[config.mk]
export PLATFORM = sky130hd
export DESIGN_NAME = npn_canon_flat
export DESIGN_NICKNAME = d
export VERILOG_FILES = /design/src/rtl/npn_pkg.sv /design/src/rtl/npn_canon_if.sv /design/src/rtl/npn_apply.sv /design/src/rtl/npn_canon.sv /design/src/flat_wrapper.sv
export SDC_FILE = /design/constraint.sdc
export NUM_CORES = 1
export LEC_CHECK = 0
export CORE_MARGIN = 10
export CORE_UTILIZATION = 45
export DETAILED_ROUTE_END_ITERATION = 7
export GPL_TIMING_DRIVEN = 0
export PLACE_DENSITY_LB_ADDON = 0.3
export SETUP_SLACK_MARGIN = 0.02
export SLEW_MARGIN = 0
export SYNTH_ARGS = -nofsm -noshare
export SYNTH_HDL_FRONTEND = slang
export SYNTH_SLANG_ARGS = --single-unit
[constraint.sdc]
create_clock -name clk -period 6.45 [get_ports clk]
set_input_delay 1.29 -clock clk [delete_from_list [all_inputs] [get_ports clk]]
set_output_delay 1.29 -clock clk [all_outputs]
set_load 0.1 [all_outputs]
[src/rtl/npn_pkg.sv]
// Shared definitions for the NPN canonicaliser: sizes, FSM states and the
// lexicographic permutation table.
package npn_pkg;

  localparam int unsigned TT_W   = 16;
  localparam int unsigned N_PERM = 24;
  localparam int unsigned N_NEG  = 16;
  localparam int unsigned N_VAR  = 4;
  localparam int unsigned PERM_W = 5;
  localparam int unsigned NEG_W  = 4;

  typedef enum logic [1:0] {
    ST_IDLE,
    ST_SEARCH,
    ST_DONE
  } state_t;

  // Entry k packs permutation k as {P(3),P(2),P(1),P(0)}, two bits each.
  localparam logic [7:0] PERM_TAB [N_PERM] = '{
    8'hE4, 8'hB4, 8'hD8, 8'h78, 8'h9C, 8'h6C,
    8'hE1, 8'hB1, 8'hC9, 8'h39, 8'h8D, 8'h2D,
    8'hD2, 8'h72, 8'hC6, 8'h36, 8'h4E, 8'h1E,
    8'h93, 8'h63, 8'h87, 8'h27, 8'h4B, 8'h1B
  };

endpackage

[src/rtl/npn_canon_if.sv]
// Handshake bundle between the truth-table producer/consumer and npn_canon.
interface npn_canon_if;
  import npn_pkg::*;

  logic              in_valid;
  logic              in_ready;
  logic [TT_W-1:0]   in_tt;
  logic              out_valid;
  logic              out_ready;
  logic [TT_W-1:0]   out_tt;
  logic [PERM_W-1:0] out_perm;
  logic [NEG_W-1:0]  out_neg_in;
  logic              out_neg_out;

  modport slave (
    input  in_valid, in_tt, out_ready,
    output in_ready, out_valid, out_tt, out_perm, out_neg_in, out_neg_out
  );

  modport master (
    output in_valid, in_tt, out_ready,
    input  in_ready, out_valid, out_tt, out_perm, out_neg_in, out_neg_out
  );
endinterface

[src/rtl/npn_apply.sv]
// Combinational NPN transform: res[m] = tt[m'] ^ o with m'[P(i)] = m[i] ^ n[i].
module npn_apply
  import npn_pkg::*;
(
  input  logic [TT_W-1:0]   tt,
  input  logic [PERM_W-1:0] p,
  input  logic [NEG_W-1:0]  n,
  input  logic              o,
  output logic [TT_W-1:0]   res
);

  logic [7:0]       perm;
  logic [NEG_W-1:0] mv;
  logic [NEG_W-1:0] mp;

  always_comb begin
    perm = (p < PERM_W'(N_PERM)) ? PERM_TAB[p] : PERM_TAB[0];
    res  = '0;
    mv   = '0;
    mp   = '0;
    for (int m = 0; m < int'(TT_W); m++) begin
      mv = NEG_W'(m);
      mp = '0;
      for (int i = 0; i < int'(N_VAR); i++) begin
        mp[perm[2*i +: 2]] = mv[i] ^ n[i];
      end
      res[m] = tt[mp] ^ o;
    end
  end

endmodule

[src/rtl/npn_canon.sv]
// Exhaustive NPN canonicaliser: scans all 384 (perm, neg_in) pairs, both output
// polarities per cycle, and keeps the earliest smallest transformed table.
module npn_canon
  import npn_pkg::*;
(
  input  logic        clk,
  input  logic        rst,
  npn_canon_if.slave  bus
);

  state_t            state_q, state_d;
  logic [TT_W-1:0]   tt_q, tt_d;
  logic [PERM_W-1:0] p_q, p_d;
  logic [NEG_W-1:0]  n_q, n_d;
  logic [TT_W-1:0]   best_tt_q, best_tt_d;
  logic [PERM_W-1:0] best_p_q, best_p_d;
  logic [NEG_W-1:0]  best_n_q, best_n_d;
  logic              best_o_q, best_o_d;
  logic              in_ready_q, in_ready_d;
  logic              out_valid_q, out_valid_d;

  logic [TT_W-1:0]   cand0, cand1, cand_tt;
  logic              cand_o;

  npn_apply u_apply_pos (.tt(tt_q), .p(p_q), .n(n_q), .o(1'b0), .res(cand0));
  npn_apply u_apply_neg (.tt(tt_q), .p(p_q), .n(n_q), .o(1'b1), .res(cand1));

  // Inverted polarity wins only when strictly smaller.
  assign cand_o  = (cand1 < cand0);
  assign cand_tt = cand_o ? cand1 : cand0;

  always_comb begin
    state_d     = state_q;
    tt_d        = tt_q;
    p_d         = p_q;
    n_d         = n_q;
    best_tt_d   = best_tt_q;
    best_p_d    = best_p_q;
    best_n_d    = best_n_q;
    best_o_d    = best_o_q;
    in_ready_d  = in_ready_q;
    out_valid_d = out_valid_q;

    case (state_q)
      ST_IDLE: begin
        if (bus.in_valid && in_ready_q) begin
          state_d    = ST_SEARCH;
          tt_d       = bus.in_tt;
          p_d        = '0;
          n_d        = '0;
          in_ready_d = 1'b0;
        end
      end
      ST_SEARCH: begin
        if (((p_q == '0) && (n_q == '0)) || (cand_tt < best_tt_q)) begin
          best_tt_d = cand_tt;
          best_p_d  = p_q;
          best_n_d  = n_q;
          best_o_d  = cand_o;
        end
        n_d = n_q + NEG_W'(1);
        if (n_q == NEG_W'(N_NEG - 1)) begin
          p_d = p_q + PERM_W'(1);
          if (p_q == PERM_W'(N_PERM - 1)) begin
            state_d     = ST_DONE;
            out_valid_d = 1'b1;
          end
        end
      end
      ST_DONE: begin
        if (out_valid_q && bus.out_ready) begin
          state_d     = ST_IDLE;
          out_valid_d = 1'b0;
          in_ready_d  = 1'b1;
        end
      end
      default: begin
        state_d     = ST_IDLE;
        out_valid_d = 1'b0;
        in_ready_d  = 1'b1;
      end
    endcase
  end

  always_ff @(posedge clk) begin
    if (rst) begin
      state_q     <= ST_IDLE;
      tt_q        <= '0;
      p_q         <= '0;
      n_q         <= '0;
      best_tt_q   <= '0;
      best_p_q    <= '0;
      best_n_q    <= '0;
      best_o_q    <= 1'b0;
      in_ready_q  <= 1'b1;
      out_valid_q <= 1'b0;
    end else begin
      state_q     <= state_d;
      tt_q        <= tt_d;
      p_q         <= p_d;
      n_q         <= n_d;
      best_tt_q   <= best_tt_d;
      best_p_q    <= best_p_d;
      best_n_q    <= best_n_d;
      best_o_q    <= best_o_d;
      in_ready_q  <= in_ready_d;
      out_valid_q <= out_valid_d;
    end
  end

  assign bus.in_ready    = in_ready_q;
  assign bus.out_valid   = out_valid_q;
  assign bus.out_tt      = best_tt_q;
  assign bus.out_perm    = best_p_q;
  assign bus.out_neg_in  = best_n_q;
  assign bus.out_neg_out = best_o_q;

endmodule

[src/flat_wrapper.sv]
// flat-port wrapper written by rule: the top's interface ports become plain ports
module npn_canon_flat import npn_pkg::*;
  (clk, rst, bus_in_valid, bus_in_tt, bus_out_ready, bus_in_ready, bus_out_valid, bus_out_tt, bus_out_perm, bus_out_neg_in, bus_out_neg_out);
  npn_canon_if bus_i ();
  input  logic clk;
  input  logic rst;
  input wire logic [$bits(bus_i.in_valid)-1:0] bus_in_valid;
  input wire logic [$bits(bus_i.in_tt)-1:0] bus_in_tt;
  input wire logic [$bits(bus_i.out_ready)-1:0] bus_out_ready;
  output wire logic [$bits(bus_i.in_ready)-1:0] bus_in_ready;
  output wire logic [$bits(bus_i.out_valid)-1:0] bus_out_valid;
  output wire logic [$bits(bus_i.out_tt)-1:0] bus_out_tt;
  output wire logic [$bits(bus_i.out_perm)-1:0] bus_out_perm;
  output wire logic [$bits(bus_i.out_neg_in)-1:0] bus_out_neg_in;
  output wire logic [$bits(bus_i.out_neg_out)-1:0] bus_out_neg_out;
  assign bus_i.in_valid = bus_in_valid;
  assign bus_i.in_tt = bus_in_tt;
  assign bus_i.out_ready = bus_out_ready;
  assign bus_in_ready = bus_i.in_ready;
  assign bus_out_valid = bus_i.out_valid;
  assign bus_out_tt = bus_i.out_tt;
  assign bus_out_perm = bus_i.out_perm;
  assign bus_out_neg_in = bus_i.out_neg_in;
  assign bus_out_neg_out = bus_i.out_neg_out;
  npn_canon u_core (.clk(clk), .rst(rst), .bus(bus_i));
endmodule
## Yosys cells after proc, flatten, opt, wreduce, memory -nomap -nowiden

Memory sizes are Yosys's and may differ from the RTL's.
Index checks and enable logic that the tools add are counted.

- $add $sub $neg: 2
- $lt $le $gt $ge: 28
- Eq/ne operators: 8
- Mux-type cells: 89
- Bitwise operators: 25
- Reduce and logical (&&, ||, !) cells: 19

Operator list:

| cell | number |
|---|---|
| 4-bit bitwise mux | 28 |
| 4-bit by 5-bit less-than comparator with 1-bit output, second input constant | 16 |
| 1-bit binary-select mux with 4-bit select | 16 |
| 16-bit less-than comparator | 2 |
| 1-bit 2-to-1 mux | 25 |
| 8-bit 2-to-1 mux | 3 |
| 1-bit inverter | 22 |
| 16-bit 2-to-1 mux | 1 |
| 2-bit by 3-bit less-than comparator with 1-bit output, second input constant | 4 |
| 5-bit 2-to-1 mux | 2 |
| 5-bit case mux with 2 select lines | 1 |
| 4-bit bitwise AND | 2 |
| 1-bit demux with 2-bit select | 4 |
| 2-bit by 1-bit >= comparator with 1-bit output, second input constant | 4 |
| 2-bit 2-to-1 mux | 4 |
| 2-bit by 1-bit != test with 1-bit output, second input constant | 4 |
| 4-bit case mux with 2 select lines | 1 |
| 4-bit AND reduction | 2 |
| 1-bit logical AND | 7 |
| 6-bit >= comparator, second input constant | 1 |
| 5-bit inverter with 6-bit output | 1 |
| 1-bit case mux with 3 select lines | 2 |
| 2-bit case mux with 3 select lines | 1 |
| 2-bit AND reduction | 3 |
| 14 further kinds | 15 |

- Register bits: 55
- ROM bits: 256
- Output and inout bits: 28
- Word-level logic and storage cells: 182
- Memories kept: 1

Memory list:

| name | depth | bits a word | read ports | clocked after memory_dff | wr ports | line | source |
|---|---|---|---|---|---|---|---|
| (no name shown) | 32 | 8 | 1 | 0 | 0 | npn_apply.sv:17 | `perm = (p < PERM_W'(N_PERM)) ? PERM_TAB[p] : PERM_TAB[0];` |

## Longest topological paths before layout

- Depth after elaboration: 21
- Gate-level depth with buffers: 28
- Gate-level depth less buffers: 24

## Hierarchy

From an unflattened synthesis, not the netlist that was laid out.

- Cell total of the unflattened synthesis: 1677
- Area, all modules: 13310.3 um^2

Modules (own cells, without submodules):

| module | times used | cells an instance | area an instance (um^2) | sequential area each (um^2) |
|---|---|---|---|---|
| npn_apply (u_core.u_apply_neg) | 1 | 658 | 5162.5 | 0.0 |
| npn_apply (u_core.u_apply_pos) | 1 | 655 | 5009.8 | 0.0 |
| npn_canon | 1 | 364 | 3138.0 | 1101.1 |

## Worst setup path before layout

OpenSTA, ideal clock, no wires.

- Path type: reg2reg
- Start: reg u_core.p_q[1]
- End: reg u_core.best_o_q, in the netlist u_core.bus.out_neg_out
- Library setup time: 0.123 ns
- Arrival time: 5.996 ns
- Required time: 6.327 ns
- Path slack: 0.331 ns
- Cell stages (with the launch flop): 26
- Cells stage by stage: dfxtp_1 -> inv_1 -> ha_1 -> nor2b_1 -> a2111oi_4 -> or3_1 -> buf_2 -> buf_2 -> o221ai_1 -> nand2_1 -> mux4_2 -> a32oi_1 -> nand3_1 -> xnor2_1 -> ha_1 -> a21o_1 -> a21o_1 -> a21oi_1 -> nor2b_1 -> o21ai_0 -> nand2b_1 -> a2111oi_0 -> and3_1 -> nor3b_1 -> nor3_4 -> mux2_1

- Cells in the longest elaborated chain, start to end: 21
- Elaborated cells on any way between the ends: 111
- Those cells by class: order compare (11); mux (72); bitwise (19); reduce/logical (8); memory (1)

Ends and longest elaborated chain:

| item | line | source |
|---|---|---|
| from (decl) | npn_canon.sv:13 | `logic [PERM_W-1:0] p_q, p_d;` |
| from (signal assigned) | npn_canon.sv:100 | `p_q <= p_d;` |
| 5-bit inverter with 6-bit output (implied by the code) | npn_apply.sv:17 |  |
| memory 32 x 8 bit | n/a |  |
| 8-bit 2-to-1 mux (implied by the code) (2 in series) | npn_apply.sv:17 |  |
| 8-bit 2-to-1 mux * | npn_apply.sv:17 |  |
| 2-bit by 3-bit less-than comparator with 1-bit output (implied by the code) or 2-bit by 1-bit >= comparator with 1-bit output (tied branches) | npn_apply.sv:25 | `mp[perm[2*i +: 2]] = mv[i] ^ n[i];` |
| 1-bit logical AND (implied by the code) | npn_apply.sv:25 |  |
| 1-bit 2-to-1 mux (implied by the code) | npn_apply.sv:25 |  |
| 1-bit demux with 2-bit select | npn_apply.sv:25 |  |
| [... 5 more ...] | n/a |  |
| 1-bit 2-to-1 mux (implied by the code) | npn_apply.sv:27 | `res[m] = tt[mp] ^ o;` |
| 1-bit inverter (no source line) | n/a |  |
| 16-bit less-than comparator | npn_canon.sv:29 | `assign cand_o = (cand1 < cand0);` |
| 16-bit 2-to-1 mux * | npn_canon.sv:30 | `assign cand_tt = cand_o ? cand1 : cand0;` |
| net u_core.cand_tt[9] | npn_canon.sv:22 | `logic [TT_W-1:0] cand0, cand1, cand_tt;` |
| 16-bit less-than comparator * | npn_canon.sv:55 | `if (((p_q == '0) && (n_q == '0)) \|\| (cand_tt < best_tt_q)) begin` |
| 1-bit logical OR * | npn_canon.sv:55 |  |
| 2-bit AND reduction (no source line) * | n/a |  |
| to (signal assigned) | npn_canon.sv:105 | `best_o_q <= best_o_d;` |
| to (decl) | npn_canon.sv:18 | `logic best_o_q, best_o_d;` |

The timed path passes the listed nets; every way through them passes the cells marked *. The select of a mux whose other input is x is not followed.
A chain may end at the register's enable or synchronous reset.

## Worst setup path in the final report

- Start: reg u_core.p_q[1]
- End: reg u_core.best_tt_q[14], in the netlist u_core.bus.out_tt[14]

- Cells in the longest elaborated chain, start to end: 21
- Elaborated cells on any way between the ends: 111
- Those cells by class: order compare (11); mux (72); bitwise (19); reduce/logical (8); memory (1)

Ends and longest elaborated chain:

| item | line | source |
|---|---|---|
| 5-bit inverter with 6-bit output (implied by the code) | npn_apply.sv:17 |  |
| memory 32 x 8 bit | n/a |  |
| 8-bit 2-to-1 mux (implied by the code) (2 in series) | npn_apply.sv:17 |  |
| 8-bit 2-to-1 mux * | npn_apply.sv:17 |  |
| 2-bit by 3-bit less-than comparator with 1-bit output (implied by the code) or 2-bit by 1-bit >= comparator with 1-bit output (tied branches) | npn_apply.sv:25 |  |
| 1-bit logical AND (implied by the code) | npn_apply.sv:25 |  |
| 1-bit 2-to-1 mux (implied by the code) | npn_apply.sv:25 |  |
| 1-bit demux with 2-bit select | npn_apply.sv:25 |  |
| [... 5 more ...] | n/a |  |
| 1-bit 2-to-1 mux (implied by the code) | npn_apply.sv:27 |  |
| 1-bit inverter (no source line) | n/a |  |
| 16-bit less-than comparator | npn_canon.sv:29 |  |
| 16-bit 2-to-1 mux * | npn_canon.sv:30 |  |
| net u_core.cand_tt[14] | npn_canon.sv:22 |  |
| 16-bit less-than comparator | npn_canon.sv:55 |  |
| 1-bit logical OR | npn_canon.sv:55 |  |
| 2-bit AND reduction (no source line) | n/a |  |
| to (signal assigned) | npn_canon.sv:102 | `best_tt_q <= best_tt_d;` |
| to (decl) | npn_canon.sv:15 | `logic [TT_W-1:0] best_tt_q, best_tt_d;` |

Marks and branches as above.

==> results.md <==
- Vias per inst: a little under 7
- Most common cell after layout, fill and taps aside: nand2_1
- Finished layout cell area: slightly above 8000 um2
- CP dominant cell by count: mux2i_1
- DR DRC count: 0
- Drt pass-1 iters: 6
- WS Path Type: flip-flop to flip-flop
- Portion of netlist area occupied by mux cells: approximately a fifth
- Clock Sinks: 54
- Min-Delay Startpoint: u_core.bus.out_perm[4]
- Number of flops mapped to enable cells by yosys: 0
- Total grt overflow: 0
- Adder-cell share of the synthesized area: 5.15%
- Xor/xnor share of the synthesized area: under 10%
- Worst-Skew Late Latency: approximately 0.30 ns
- Initial antenna violation count: 0
- Number of max-cap violations: 0
- CTS Root Cell: clkbuf_16
- CTS H-Tree Depth: 2
- Pwr/cell area: 149 nW/um2
- Clk pin slew, worst setup/hold paths: roughly 0.070 ns
- Top_reg_cell synth: dfxtp_1
- Final ANT Viol Nets: 0
- Final-report max-slew violation count: 0
- CTS Buf Count: 5
- Largest net degree at the start of global routing: 17
- Status: finished, final reports clean
- Syn nets: 910
- Cell Rows: 44
- Setup_tns: 0 ns
- CP startpoint: u_core.p_q[1]
- Synthesized instance count: approximately 860
- Proportion of netlist area held by the largest area contributor: about 16%
- TritonCTS clock tree: yes
- Worst-path fanout max: 10
- Compound-cell area share of the yosys netlist: between 20% and 30%
- Core Footprint: about 15,000 um2
- Final nets: 980
- Sequential Power Share: 31.3%
- Fin crit period: around 6.1 ns
- Post-synthesis sequential area ratio: between 10% and 20%
- Post-DP Area: around 7500 um2
- Routed length per instance: between 20 and 25 um
- Synth top area cells: dfxtp_1 16%, mux4_2 12%, mux2i_1 7.5%
- Synth-to-layout area growth: 18.8%
- Reg2reg start: u_core.p_q[1]
- Die area: ~20,000 um2
- Crit-path max cell delay: 0.54 ns
- Min-delay worst type: flip-flop to flip-flop
- First-pass GRT wire length: between 30,000 and 40,000 um
- N_diodes: 0
- Largest family of logic cells by synthesized area: compound AO/OA/AOI/OAI gates
- Share of layout cells above drive strength 1: approximately 17%
- Leak Pwr: around 2.9 nW
- Tightest Pin Transition: between 0.9 and 1 ns
- Final setup violation count: 0
- Hpwl dp: around 20,000 um
- Simple logic cell fraction of the synthesized area: a little under a quarter
- Final Hold Fails: 0
- Clock power share: roughly a quarter
- Post-Syn Area: slightly below 7000 um2
- Post-Route WL: about 26,000 um
- Overall routing resource usage: 24.3%
- Register bit count reported by yosys: 54
- Post-route insts no fill: about 1,100
- Combinational power share: about 43%
- Period utilization: about 95%
- Max clock buf depth: 2
- Slowest CP cell: mux4_2
- Syn. warnings: 0
- Setup Skew: between 0.005 and 0.006 ns
- Die width: between 100 and 150 um
- Placed insts: between 1,000 and 1,500
- CP startpoint kind: flip-flop
- Worst-path cell chain: clkinvlp_4, buf_4, ha_1, xnor2_2, a2bb2oi_4, mux2_2, or2_2, a21oi_2, mux4_2, mux2i_1, mux2i_1, xnor2_1, ha_1, and4_1, nand4_1, nor2_1, a2111oi_4, and3_1, nor3b_4, nor3_4, buf_6, mux2i_1
- Psw: between 0.4 and 0.5 mW
- Post-synth ARST share: 0%
- Starting DRT DRC Count: around 740
- IO buf count: 45
- WP data required: 6.68 ns
- Max Fclk: around 160 MHz
- Worst IR Drop VDD: roughly 0.14 mV
- Number of global-route vias before repair: roughly 6,700
- CP arrival: roughly 6.4 ns
- Initial Utilization: 46.3%
- # IOs: 48
- Most frequent cells in the layout: 107 x nand2_1, 53 x a21oi_1, 51 x dfxtp_1
- Die Ht: between 100 and 150 um
- Post-CTS Hold Buffers: 0
- Cell taking the most area after synthesis: dfxtp_1
- DR vias: roughly 7,500
- Gpl congestion: between 1 and 1.5
- Filler cells: around 1,400
- Unique masters post-synth: 78
- Mean post-synth cell area: 7.89 um2
- Crit end category: flip-flop
- P_int: between 0.7 and 0.8 mW
- Max-slew headroom: between 30% and 40%
- Switching Fraction: between 30 and 40%
## critical path: cells and delay by family (launching register included)
kind            cells  cell delay, ns
flops               1            0.40
simple gates        7            1.74
xor+xnor            2            0.41
mux                 5            1.44
fa+ha+maj           2            0.76
compound gates      3            0.69
buf+inv             3            0.61
## per-layer routing
| layer | track usage, % | routed length (um) |
|---|---|---|
| met1 | 32.0 | 10300 |
| met3 | 5.37 | 3080 |
| met5 | 0 | 0 |
| met2 | 37.6 | 11200 |
| met4 | 9.88 | 1160 |
## sequential cells by signal, indices dropped and copies added (netlist names)
name,flops
u_core.state_q,2
u_core.bus.out_perm,5
u_core.bus.in_ready,1
u_core.p_q,5
u_core.n_q,4
u_core.tt_q,16
u_core.bus.out_valid,1
u_core.bus.out_tt,15
u_core.bus.out_neg_in,4
u_core.bus.out_neg_out,1
## cells in the mapped netlist (6+ instances only)
master and count:
buf_2 14, nand3_1 50, xnor2_1 15, a32oi_1 6, a21oi_1 54, nand2_1 108, a21o_1 13, clkbuf_1 41
nand4_1 10, mux2i_1 51, a211oi_1 22, o311ai_0 7, nor2b_1 14, nor3_1 27, inv_1 36, nand2b_1 10
nor2_1 54, ha_1 28, o221a_2 6, dfxtp_1 54, mux4_2 35, mux2_2 6, and3_1 6, o211ai_1 16
o21ai_0 42, a211o_1 9
## layout make-up
class | count | area (um2) | area share, %
Multi-Input combinational cell | 708 | 5560 | 68.7
Sequential cell | 54 | 1090 | 13.5
Timing Repair Buffer | 63 | 586 | 7.24
Buffer | 61 | 305 | 3.78
Tap cell | 184 | 230 | 2.85
Inverter | 39 | 154 | 1.90
Clock buffer | 6 | 129 | 1.59
Clock inverter | 2 | 37.5 | 0.464
## logic make-up (layout without fill, tap and decap cells)
group	after synthesis	in the layout
buffers and inverters	100	171
AND/OR/NAND/NOR	316	316
other	1	1
flip-flops	54	54
XOR/XNOR	16	16
multiplexers	95	95
adder cells (fa/ha/maj)	28	28
AO/OA/AOI/OAI	252	252
## worst paths after layout
| kind | endpoint | slack [ns] | depth (start not counted) |
|---|---|---|---|
| setup / recovery | u_core.bus.out_tt[14] | 0.33 | 22 |
| hold / removal | u_core.bus.out_perm[4] | 0.46 | 2 |
| setup reg to reg | u_core.bus.out_tt[14] | 0.33 | 22 |
| hold reg to reg | u_core.bus.out_perm[4] | 0.46 | 2 |
## repair_timing
item | in CTS | in global routing
endpoints found under the setup margin | 25 | 25
pin swaps | 2 | 6
resized for setup | 24 | 51
buffers inserted | 7 | 11
## power by group through the flow
stage / Sequential (mW) / Clock, mW / Combinational (mW)
finish: 0.378 / 0.309 / 0.518
global route: 0.379 / 0.328 / 0.554
CTS: 0.376 / 0.318 / 0.500
detailed placement: 0.384 / 0 / 0.492
global placement: 0.384 / 0 / 0.490
floorplan: 0.459 / 0 / 0.286
## per-stage QoR
step / power, mW / hold slack, ns / worst slack (ns) / util, %
after floorplan: 0.746 / 0.517 / 0.331 / -
after global placement: 0.875 / 0.446 / -1.31 / 50.9
after detailed placement: 0.877 / 0.457 / -1.30 / 50.9
after CTS: 1.19 / 0.468 / 0.0281 / 52.9
after global routing: 1.26 / 0.496 / -0.0155 / 55.0
final: 1.20 / 0.460 / 0.328 / 55.0
Note: power is estimated with default switching activity, not from simulation.
